File: src/rtl/mc_controller.sv
// Multi-cycle sequencing controller for the RV32 core.
// Steps each instruction through FETCH/DECODE/EXEC/MEM/WB so that fetch and
// load/store can share one single-port memory with variable wait states.
// Control enables and mux selects are combinational from the state, the
// latched opcode and the memory handshake.
// Also keeps the retired-instruction counter and a sticky trap.
`timescale 1ns/1ps

module mc_controller #(
  parameter int unsigned MAX_WAIT = 15
) (
  input  logic        CLK,
  input  logic        RST,
  input  logic [6:0]  ir_opcode,
  input  logic        branch_taken,
  input  logic        mem_ready,
  output logic        mem_req,
  output logic        mem_we,
  output logic        mem_addr_sel,
  output logic        ir_we,
  output logic        pc_we,
  output logic [1:0]  pc_sel,
  output logic        reg_we,
  output logic [1:0]  wb_sel,
  output logic [1:0]  alu_a_sel,
  output logic        alu_b_sel,
  output logic        alu_force_add,
  output logic [2:0]  state,
  output logic        retire,
  output logic [31:0] instret,
  output logic        trap,
  output logic [1:0]  trap_cause
);

  localparam logic [6:0] OPC_OP     = 7'b0110011;
  localparam logic [6:0] OPC_OPIMM  = 7'b0010011;
  localparam logic [6:0] OPC_LOAD   = 7'b0000011;
  localparam logic [6:0] OPC_STORE  = 7'b0100011;
  localparam logic [6:0] OPC_BRANCH = 7'b1100011;
  localparam logic [6:0] OPC_JAL    = 7'b1101111;
  localparam logic [6:0] OPC_JALR   = 7'b1100111;
  localparam logic [6:0] OPC_LUI    = 7'b0110111;
  localparam logic [6:0] OPC_AUIPC  = 7'b0010111;

  localparam logic [7:0] WAIT_LIM = 8'(MAX_WAIT);

  typedef enum logic [2:0] {
    S_FETCH  = 3'd0,
    S_DECODE = 3'd1,
    S_EXEC   = 3'd2,
    S_MEM    = 3'd3,
    S_WB     = 3'd4,
    S_TRAP   = 3'd7
  } state_t;

  state_t     cur_state;
  state_t     nxt_state;
  logic [7:0] wait_cnt;
  logic [1:0] nxt_cause;

  logic is_op, is_opimm, is_load, is_store, is_branch;
  logic is_jal, is_jalr, is_lui, is_auipc, is_legal;
  logic timeout, waiting;
  logic [1:0] alu_a_dec;
  logic       alu_b_dec;
  logic       force_add_dec;

  assign is_op     = (ir_opcode == OPC_OP);
  assign is_opimm  = (ir_opcode == OPC_OPIMM);
  assign is_load   = (ir_opcode == OPC_LOAD);
  assign is_store  = (ir_opcode == OPC_STORE);
  assign is_branch = (ir_opcode == OPC_BRANCH);
  assign is_jal    = (ir_opcode == OPC_JAL);
  assign is_jalr   = (ir_opcode == OPC_JALR);
  assign is_lui    = (ir_opcode == OPC_LUI);
  assign is_auipc  = (ir_opcode == OPC_AUIPC);
  assign is_legal  = is_op | is_opimm | is_load | is_store | is_branch |
                     is_jal | is_jalr | is_lui | is_auipc;

  assign timeout = (wait_cnt == WAIT_LIM);
  // Counter runs only while a memory request is outstanding and unanswered;
  // every other cycle leaves it at zero, so each entry to FETCH/MEM starts clean.
  assign waiting = ((cur_state == S_FETCH) || (cur_state == S_MEM)) && !mem_ready;

  assign state = cur_state;

  // Operand selects as decoded for EXEC, held through MEM and WB.
  assign alu_a_dec     = is_lui ? 2'd2 : (is_auipc ? 2'd1 : 2'd0);
  assign alu_b_dec     = !(is_op | is_branch);
  assign force_add_dec = is_load | is_store | is_jalr | is_auipc | is_lui;

  // Next-state selection; a completed handshake wins over a timeout.
  always_comb begin
    nxt_state = cur_state;
    nxt_cause = 2'd0;
    case (cur_state)
      S_FETCH: begin
        if (mem_ready) begin
          nxt_state = S_DECODE;
        end else if (timeout) begin
          nxt_state = S_TRAP;
          nxt_cause = 2'd2;
        end
      end
      S_DECODE: begin
        if (!is_legal) begin
          nxt_state = S_TRAP;
          nxt_cause = 2'd1;
        end else begin
          nxt_state = S_EXEC;
        end
      end
      S_EXEC: begin
        if (is_branch)                nxt_state = S_FETCH;
        else if (is_load || is_store) nxt_state = S_MEM;
        else                          nxt_state = S_WB;
      end
      S_MEM: begin
        if (mem_ready) begin
          nxt_state = is_store ? S_FETCH : S_WB;
        end else if (timeout) begin
          nxt_state = S_TRAP;
          nxt_cause = 2'd3;
        end
      end
      S_WB:    nxt_state = S_FETCH;
      S_TRAP:  nxt_state = S_TRAP;
      default: nxt_state = S_FETCH;
    endcase
  end

  // State, wait counter, retired count and sticky trap registers.
  always_ff @(posedge CLK or posedge RST) begin
    if (RST) begin
      cur_state  <= S_FETCH;
      wait_cnt   <= '0;
      instret    <= '0;
      trap       <= 1'b0;
      trap_cause <= 2'd0;
    end else begin
      cur_state <= nxt_state;
      wait_cnt  <= waiting ? wait_cnt + 8'd1 : '0;
      instret   <= instret + 32'(retire);
      if ((nxt_state == S_TRAP) && (cur_state != S_TRAP)) begin
        trap       <= 1'b1;
        trap_cause <= nxt_cause;
      end
    end
  end

  // Control outputs; enables that commit architectural state are masked by RST.
  always_comb begin
    mem_req       = 1'b0;
    mem_we        = 1'b0;
    mem_addr_sel  = 1'b0;
    ir_we         = 1'b0;
    pc_we         = 1'b0;
    pc_sel        = 2'd0;
    reg_we        = 1'b0;
    wb_sel        = 2'd0;
    alu_a_sel     = 2'd0;
    alu_b_sel     = 1'b0;
    alu_force_add = 1'b0;
    case (cur_state)
      S_FETCH: begin
        mem_req = 1'b1;
        ir_we   = mem_ready && !RST;
      end
      S_EXEC: begin
        alu_a_sel     = alu_a_dec;
        alu_b_sel     = alu_b_dec;
        alu_force_add = force_add_dec;
        if (is_branch) begin
          pc_we  = !RST;
          pc_sel = {1'b0, branch_taken};
        end
      end
      S_MEM: begin
        mem_req       = 1'b1;
        mem_addr_sel  = 1'b1;
        mem_we        = is_store;
        alu_a_sel     = alu_a_dec;
        alu_b_sel     = alu_b_dec;
        alu_force_add = force_add_dec;
        if (is_store && mem_ready) begin
          pc_we  = !RST;
          pc_sel = 2'd0;
        end
      end
      S_WB: begin
        reg_we        = !RST;
        pc_we         = !RST;
        wb_sel        = is_load ? 2'd1 : ((is_jal || is_jalr) ? 2'd2 : 2'd0);
        pc_sel        = is_jal ? 2'd1 : (is_jalr ? 2'd2 : 2'd0);
        alu_a_sel     = alu_a_dec;
        alu_b_sel     = alu_b_dec;
        alu_force_add = force_add_dec;
      end
      default: ;
    endcase
    retire = pc_we;
  end

endmodule

File: config.mk
export PLATFORM = sky130hd
export DESIGN_NAME = mc_controller
export DESIGN_NICKNAME = d
export VERILOG_FILES = /design/src/rtl/mc_controller.sv
export SDC_FILE = /design/constraint.sdc
export NUM_CORES = 1
export LEC_CHECK = 0
export CAP_MARGIN = 15
export CORE_MARGIN = 3
export CORE_UTILIZATION = 48
export DETAILED_ROUTE_END_ITERATION = 7
export HOLD_SLACK_MARGIN = 0.1
export PLACE_DENSITY = 0.8
export SYNTH_ARGS = -nofsm -noshare
export SYNTH_HDL_FRONTEND = slang
export SYNTH_SLANG_ARGS = --single-unit
File: constraint.sdc
create_clock -name CLK -period 3.4 [get_ports CLK]
set_clock_uncertainty 0.1 [all_clocks]
set_input_delay 0.68 -clock CLK [delete_from_list [all_inputs] [get_ports CLK]]
set_output_delay 0.68 -clock CLK [all_outputs]
set_load 0.01 [all_outputs]
==> flow_metrics.py, run 1 <==
metrics = {
    "sta": {
        "setup_viol": 0,
        "fmax_mhz": 301,
        "finalCritPeriodShare_pct": 97.7,
        "tightest_slew_ns": 0.559,
        "rsz0062_at_grt": "false",
        "slew_headroom_pct": 62.7,
        "hold_violations": 0,
        "timing.final.crit_period_ns": 3.32,
        "fin_hold_ws_ns": 0.368,
        "setup-tns-final_ns": 0,
        "slew_violations": 0,
    },
    "detailed_routing": {
        "num_vias": 1947,
        "totalWireLength_mm": 5.35,
        "routed_via_density": 5.36,
        "drtAntennaViolNets": 0,
        "firstDrtPassIters": 4,
        "drt_iter0_drc": 107,
        "drc": 0,
        "wire_per_inst_um": 14.7,
    },
    "final_layout": {
        "drive_gt1_share_pct": 10.6,
        "num_antenna_cells": 0,
        "final_area_um2": 3200,
        "layout_common_cells": "60 x clkdlybuf4s50_1, 46 x dfrtp_1, 26 x xnor2_1",
        "nNetsFinal": 324,
        "syn2layout_area_growth_pct": 39.3,
        "layout_commonest_cell": "clkdlybuf4s50_1",
        "instances_no_fill": 363,
    },
    "synthesis": {
        "async_reset_ff_share_pct": 100,
        "syn_area_per_cell_um2": 9.99,
        "ys.warnings.count": 0,
        "synth_ff_type": "dfrtp_1",
        "synth-seq-cells": 46,
        "synth_enable_flop_cells": 0,
        "ys_seq_area_share_pct": 50.1,
        "syn-num-nets": 244,
        "ys_types": 37,
        "synthesis.area_um2": 2300,
        "yosysTopAreaCell": "dfrtp_1",
        "yosys.area.top_type_share_pct": 50.1,
        "synthesis.instances": 230,
        "synthTopCellsByArea": "dfrtp_1 50%, xnor2_1 9.9%, xor2_1 4.2%",
    },
    "pwr": {
        "leakage_nw": 1.45,
        "power_density_nw_per_um2": 458,
        "p_seq_share_pct": 43.9,
        "ir_drop_mv": 0.407,
        "power_frac_clock_pct": 22.8,
        "swShare_pct": 32.1,
        "power_frac_comb_pct": 33.2,
        "internal_power_mw": 0.995,
        "finalPower_mw": 1.47,
        "p_switching_mw": 0.471,
    },
    "grt": {
        "antenna_found_initial": 0,
        "grt-ovfl-total": 0,
        "grt_use_total_pct": 20.0,
        "grt_first_pass_wirelength_mm": 8.60,
        "grt_max_degree": 47,
        "grt_pass1_vias": 1848,
    },
    "cts": {
        "clk_latency_ns": 0.29,
        "clockBufferDepth": 2,
        "cts_tree": "built",
        "root_buffer": "clkbuf_8",
        "h-tree-depth": 2,
        "cts_buffers": 5,
        "cts.clk_slew.worst_paths_ns": 0.08,
        "post_cts_buffers": 0,
        "clock_sinks": 46,
    },
    "place": {
        "hpwl_mm": 4.02,
        "port_buffers": 63,
        "dp.cells": 355,
        "placed_area_um2": 3090,
        "place_congestion": 0.828,
    },
    "setup_path": {
        "criticalPathCategory": "in2out",
        "critPathCaptureType": "output port",
        "crit_arrival_ns": 2.54,
        "worst_ep_required_time_ns": 2.62,
        "cp_max_fo": 7,
        "start_kind": "input port",
    },
    "floorplan": {
        "fp-row-count": 24,
        "initial_utilization_pct": 51.4,
        "die_h_um": 75.2,
        "die_area_um2": 5660,
        "core_area_um2": 4470,
        "dieWidth_um": 75.2,
        "io_pins": 64,
    },
    "outcome": {
        "status": "finished, final reports clean",
    },
    "job": {
        "drv_cap": 0,
    },
    "hold_path": {
        "hold_path_class": "reg2reg",
    },
}
[sequential cells by signal (all words and copies together) (netlist names)]
register and flops:
instret 32, state 3, trap 1, trap_cause 2, wait_cnt 8
[cells by family (layout without fill, tap and decap cells)]
logic type,after synthesis,in the layout,synth area share (%)
simple gates,106,106,25.0
flops,46,46,50.1
xor+xnor,37,37,14.1
compound gates,23,23,6.53
buf+inv,15,96,2.61
fa+ha+maj,3,3,1.63
[timing repair]
item                       4_1_cts  5_1_grt
hold buffers                     0        0
resized for setup                0        6
setup endpoints to repair        0       10
[power by group through the flow]
stage | clock network [mW] | registers (mW) | logic, mW
after floorplan | 0 | 0.670 | 0.231
after detailed placement | 0 | 0.654 | 0.485
after global routing | 0.361 | 0.652 | 0.528
final | 0.335 | 0.644 | 0.487
after global placement | 0 | 0.652 | 0.479
after CTS | 0.340 | 0.644 | 0.487
[worst max-delay path, stage by stage]
cell	delay [ns]
clkdlybuf4s50_1	0.54
or4_4	0.56
nor3_1	0.18
clkdlybuf4s50_1	0.58
[per-layer routing]
layer,global-route usage (%),share of wire [%]
met2,32.7,50
met3,4.41,4.0
met5,0,0
met1,27.2,45
met4,4.85,0.80
[cell type report]
cell class | instances | area (um2)
Multi-Input combinational cell | 169 | 1100
Inverter | 9 | 33.8
Timing Repair Buffer | 79 | 758
Sequential cell | 46 | 1150
Clock buffer | 7 | 86.3
Tap cell | 52 | 65.1
Clock inverter | 1 | 5.00
Fill cell | 348 | 1270
[stage by stage]
stage / setup WS [ns] / utilization, %
after CTS: 0.0223 / 71.1
after global routing: 0.0110 / 71.6
final: 0.0771 / 71.6
after detailed placement: -0.101 / 69.0
after global placement: 0.0325 / 69.0
after floorplan: 0.207 / -
[worst paths after layout]
check	from	endpoint	slack, ns	depth (start not counted)
max	ir_opcode[6]	mem_we	0.08	4
min	wait_cnt[0]$_DFF_PP0_	wait_cnt[0]$_DFF_PP0_	0.37	1
max reg2reg	state[1]$_DFF_PP0_	instret[20]$_DFF_PP0_	0.67	10
min reg2reg	wait_cnt[0]$_DFF_PP0_	wait_cnt[0]$_DFF_PP0_	0.37	1
max in group asynchronous	RST	state[0]$_DFF_PP0_	1.97	3
min in group asynchronous	RST	instret[22]$_DFF_PP0_	0.86	3
[synthesized netlist by cell type, types with 2 or more instances]
library cell and number:
xor2_1 11, a21oi_1 7, nand2b_1 5, nor4_4 2, nand2_1 19, o31ai_1 2
nor2_1 23, nand3b_1 3, ha_1 3, nand3_1 19, clkbuf_1 5, o21ai_0 4
nor3b_1 2, dfrtp_1 46, xnor2_1 26, nor4_1 4, nor3_1 8, nor2b_1 2
and3_1 6, and3_2 2, a211o_1 2, nand4_1 5, inv_1 9, a32oi_1 2
Power figures use the tool's default switching activity.
==> run 2, diff against run 1 <==
CORE_UTILIZATION = 25   (was 48)
PLACE_DENSITY = unset   (was 0.8)
==> run 2 against run 1 <==
Fmax increased by 2.4%. First-iteration DRC count decreased by 22%. Worst setup slack improved by 0.079 ns. Register-to-register slack improved by 0.04 ns. Critical endpoint is now pc_we. Largest power group unchanged.
==> flow_metrics.py, run 2 (same netlist as run 1, synthesis figures left out) <==
metrics = {
    "grt": {
        "grt-ovfl-total": 0,
        "antenna_found_initial": 0,
        "grt_first_pass_wirelength_mm": 9.32,
        "grt_max_degree": 47,
        "grt_use_total_pct": 11.1,
        "grt_pass1_vias": 1960,
    },
    "detailed_routing": {
        "firstDrtPassIters": 6,
        "drt_iter0_drc": 83,
        "wire_per_inst_um": 13.0,
        "drc": 0,
        "totalWireLength_mm": 5.50,
        "num_vias": 1932,
        "drtAntennaViolNets": 0,
        "routed_via_density": 4.57,
    },
    "place": {
        "place_congestion": 0.850,
        "dp_slack_ns": -0.156,
        "placed_area_um2": 3180,
        "port_buffers": 63,
        "hpwl_mm": 4.21,
    },
    "sta": {
        "hold_violations": 0,
        "layout_setup_ws_ns": 0.156,
        "fin_hold_ws_ns": 0.360,
        "rsz0062_at_grt": "false",
        "setup_viol": 0,
        "finalCritPeriodShare_pct": 95.4,
        "slew_violations": 0,
        "slew_headroom_pct": 61.4,
        "timing.final.crit_period_ns": 3.24,
        "fmax_mhz": 308,
        "tightest_slew_ns": 0.578,
    },
    "final_layout": {
        "regMostFlops": "instret",
        "layout_commonest_cell": "clkdlybuf4s50_1",
        "drive_gt1_share_pct": 12.4,
        "layout_common_cells": "59 x clkdlybuf4s50_1, 46 x dfrtp_1, 26 x xnor2_1",
        "nNetsFinal": 328,
        "syn2layout_area_growth_pct": 44.6,
        "largest_reg_flops": 32,
        "final_area_um2": 3320,
        "nFillCells": 851,
        "num_antenna_cells": 0,
    },
    "setup_path": {
        "crit_buf_inv": 2,
        "crit_arrival_ns": 2.46,
        "start_kind": "input port",
        "worst_ep_required_time_ns": 2.62,
        "cp_top_family": "buffers and inverters",
        "cp_max_fo": 5,
        "cpMostUsedCell": "clkdlybuf4s50_1",
        "criticalPathCategory": "in2out",
        "critPathCaptureType": "output port",
        "critPathMaxStageDelay_ns": 0.59,
        "crit_slowest_cell": "clkdlybuf4s50_1",
        "cp_cell_sequence": "clkdlybuf4s50_1, nor3_2, and2_1, nand3b_1, a21oi_2, clkdlybuf4s50_1",
    },
    "pwr": {
        "finalPower_mw": 1.51,
        "internal_power_mw": 1.04,
        "power_frac_comb_pct": 33.0,
        "power_frac_clock_pct": 24.8,
        "p_switching_mw": 0.474,
        "ir_drop_mv": 0.260,
        "power_density_nw_per_um2": 455,
        "swShare_pct": 31.4,
        "leakage_nw": 1.48,
        "p_seq_share_pct": 42.3,
    },
    "cts": {
        "holdBufCountCts": 0,
        "h-tree-depth": 2,
        "cts_tree": "built",
        "cts_buffers": 5,
        "clockBufferDepth": 2,
        "clk_latency_ns": 0.29,
        "cts.clk_slew.worst_paths_ns": 0.08,
        "clock_sinks": 46,
        "root_buffer": "clkbuf_8",
    },
    "job": {
        "drv_cap": 0,
    },
    "floorplan": {
        "die_h_um": 102,
        "dieWidth_um": 102,
        "initial_utilization_pct": 26.1,
        "fp-row-count": 34,
        "core_area_um2": 8810,
        "die_area_um2": 10400,
        "io_pins": 64,
    },
    "outcome": {
        "status": "finished, final reports clean",
    },
    "hold_path": {
        "hold_path_class": "reg2reg",
    },
}
-- run 2: final timing paths --
path	cells after the start	slack, ns	end	startpoint
hold / removal	1	0.36	wait_cnt[0]$_DFF_PP0_	wait_cnt[0]$_DFF_PP0_
min in group asynchronous	3	0.85	instret[0]$_DFF_PP0_	RST
hold reg to reg	1	0.36	wait_cnt[0]$_DFF_PP0_	wait_cnt[0]$_DFF_PP0_
setup reg to reg	10	0.71	instret[20]$_DFF_PP0_	state[1]$_DFF_PP0_
max in group asynchronous	3	1.95	wait_cnt[1]$_DFF_PP0_	RST
setup / recovery	6	0.16	pc_we	ir_opcode[2]
-- run 2: what timing repair did --
action                                 CTS  global route
endpoints found under the hold margin    0             0
setup endpoints to repair                1            14
setup buffers                            0             1
pin swaps                                0             1
gates resized for setup                  1             7
-- run 2: routing by layer --
metal | wire length [um] | vias up | share of wire (%) | GRT usage [%]
met2 | 2790 | 42 | 51 | 19.0
met1 | 2460 | 928 | 45 | 14.1
met4 | 46 | 0 | 0.84 | 2.52
met5 | 0 | - | 0 | 0
met3 | 207 | 5 | 3.8 | 2.94
li1 | - | 957 | - | -
-- run 2: stage by stage --
step | util [%] | std cells | TNS, ns
CTS | 37.4 | 422 | 0
detailed placement | 36.1 | 414 | -0.954
global placement | 36.1 | 414 | -0.338
global route | 37.8 | 423 | 0
finish | 37.8 | 423 | 0
floorplan | - | 230 | 0
-- run 2: power groups by stage --
stage / clock [mW] / sequential [mW] / combinational [mW]
2_1_floorplan: 0 / 0.670 / 0.231
3_3_place_gp: 0 / 0.650 / 0.500
3_5_place_dp: 0 / 0.651 / 0.501
4_1_cts: 0.390 / 0.640 / 0.502
5_1_grt: 0.414 / 0.649 / 0.550
6_report: 0.374 / 0.639 / 0.499
-- run 2: final cells by class --
class	count	area, um2	area share, %
tap	108	135	4.06
timing repair buffer	83	787	23.7
multi-input combinational	169	1110	33.3
sequential	46	1150	34.6
clock buffer	8	110	3.31
inverter	9	33.8	1.02
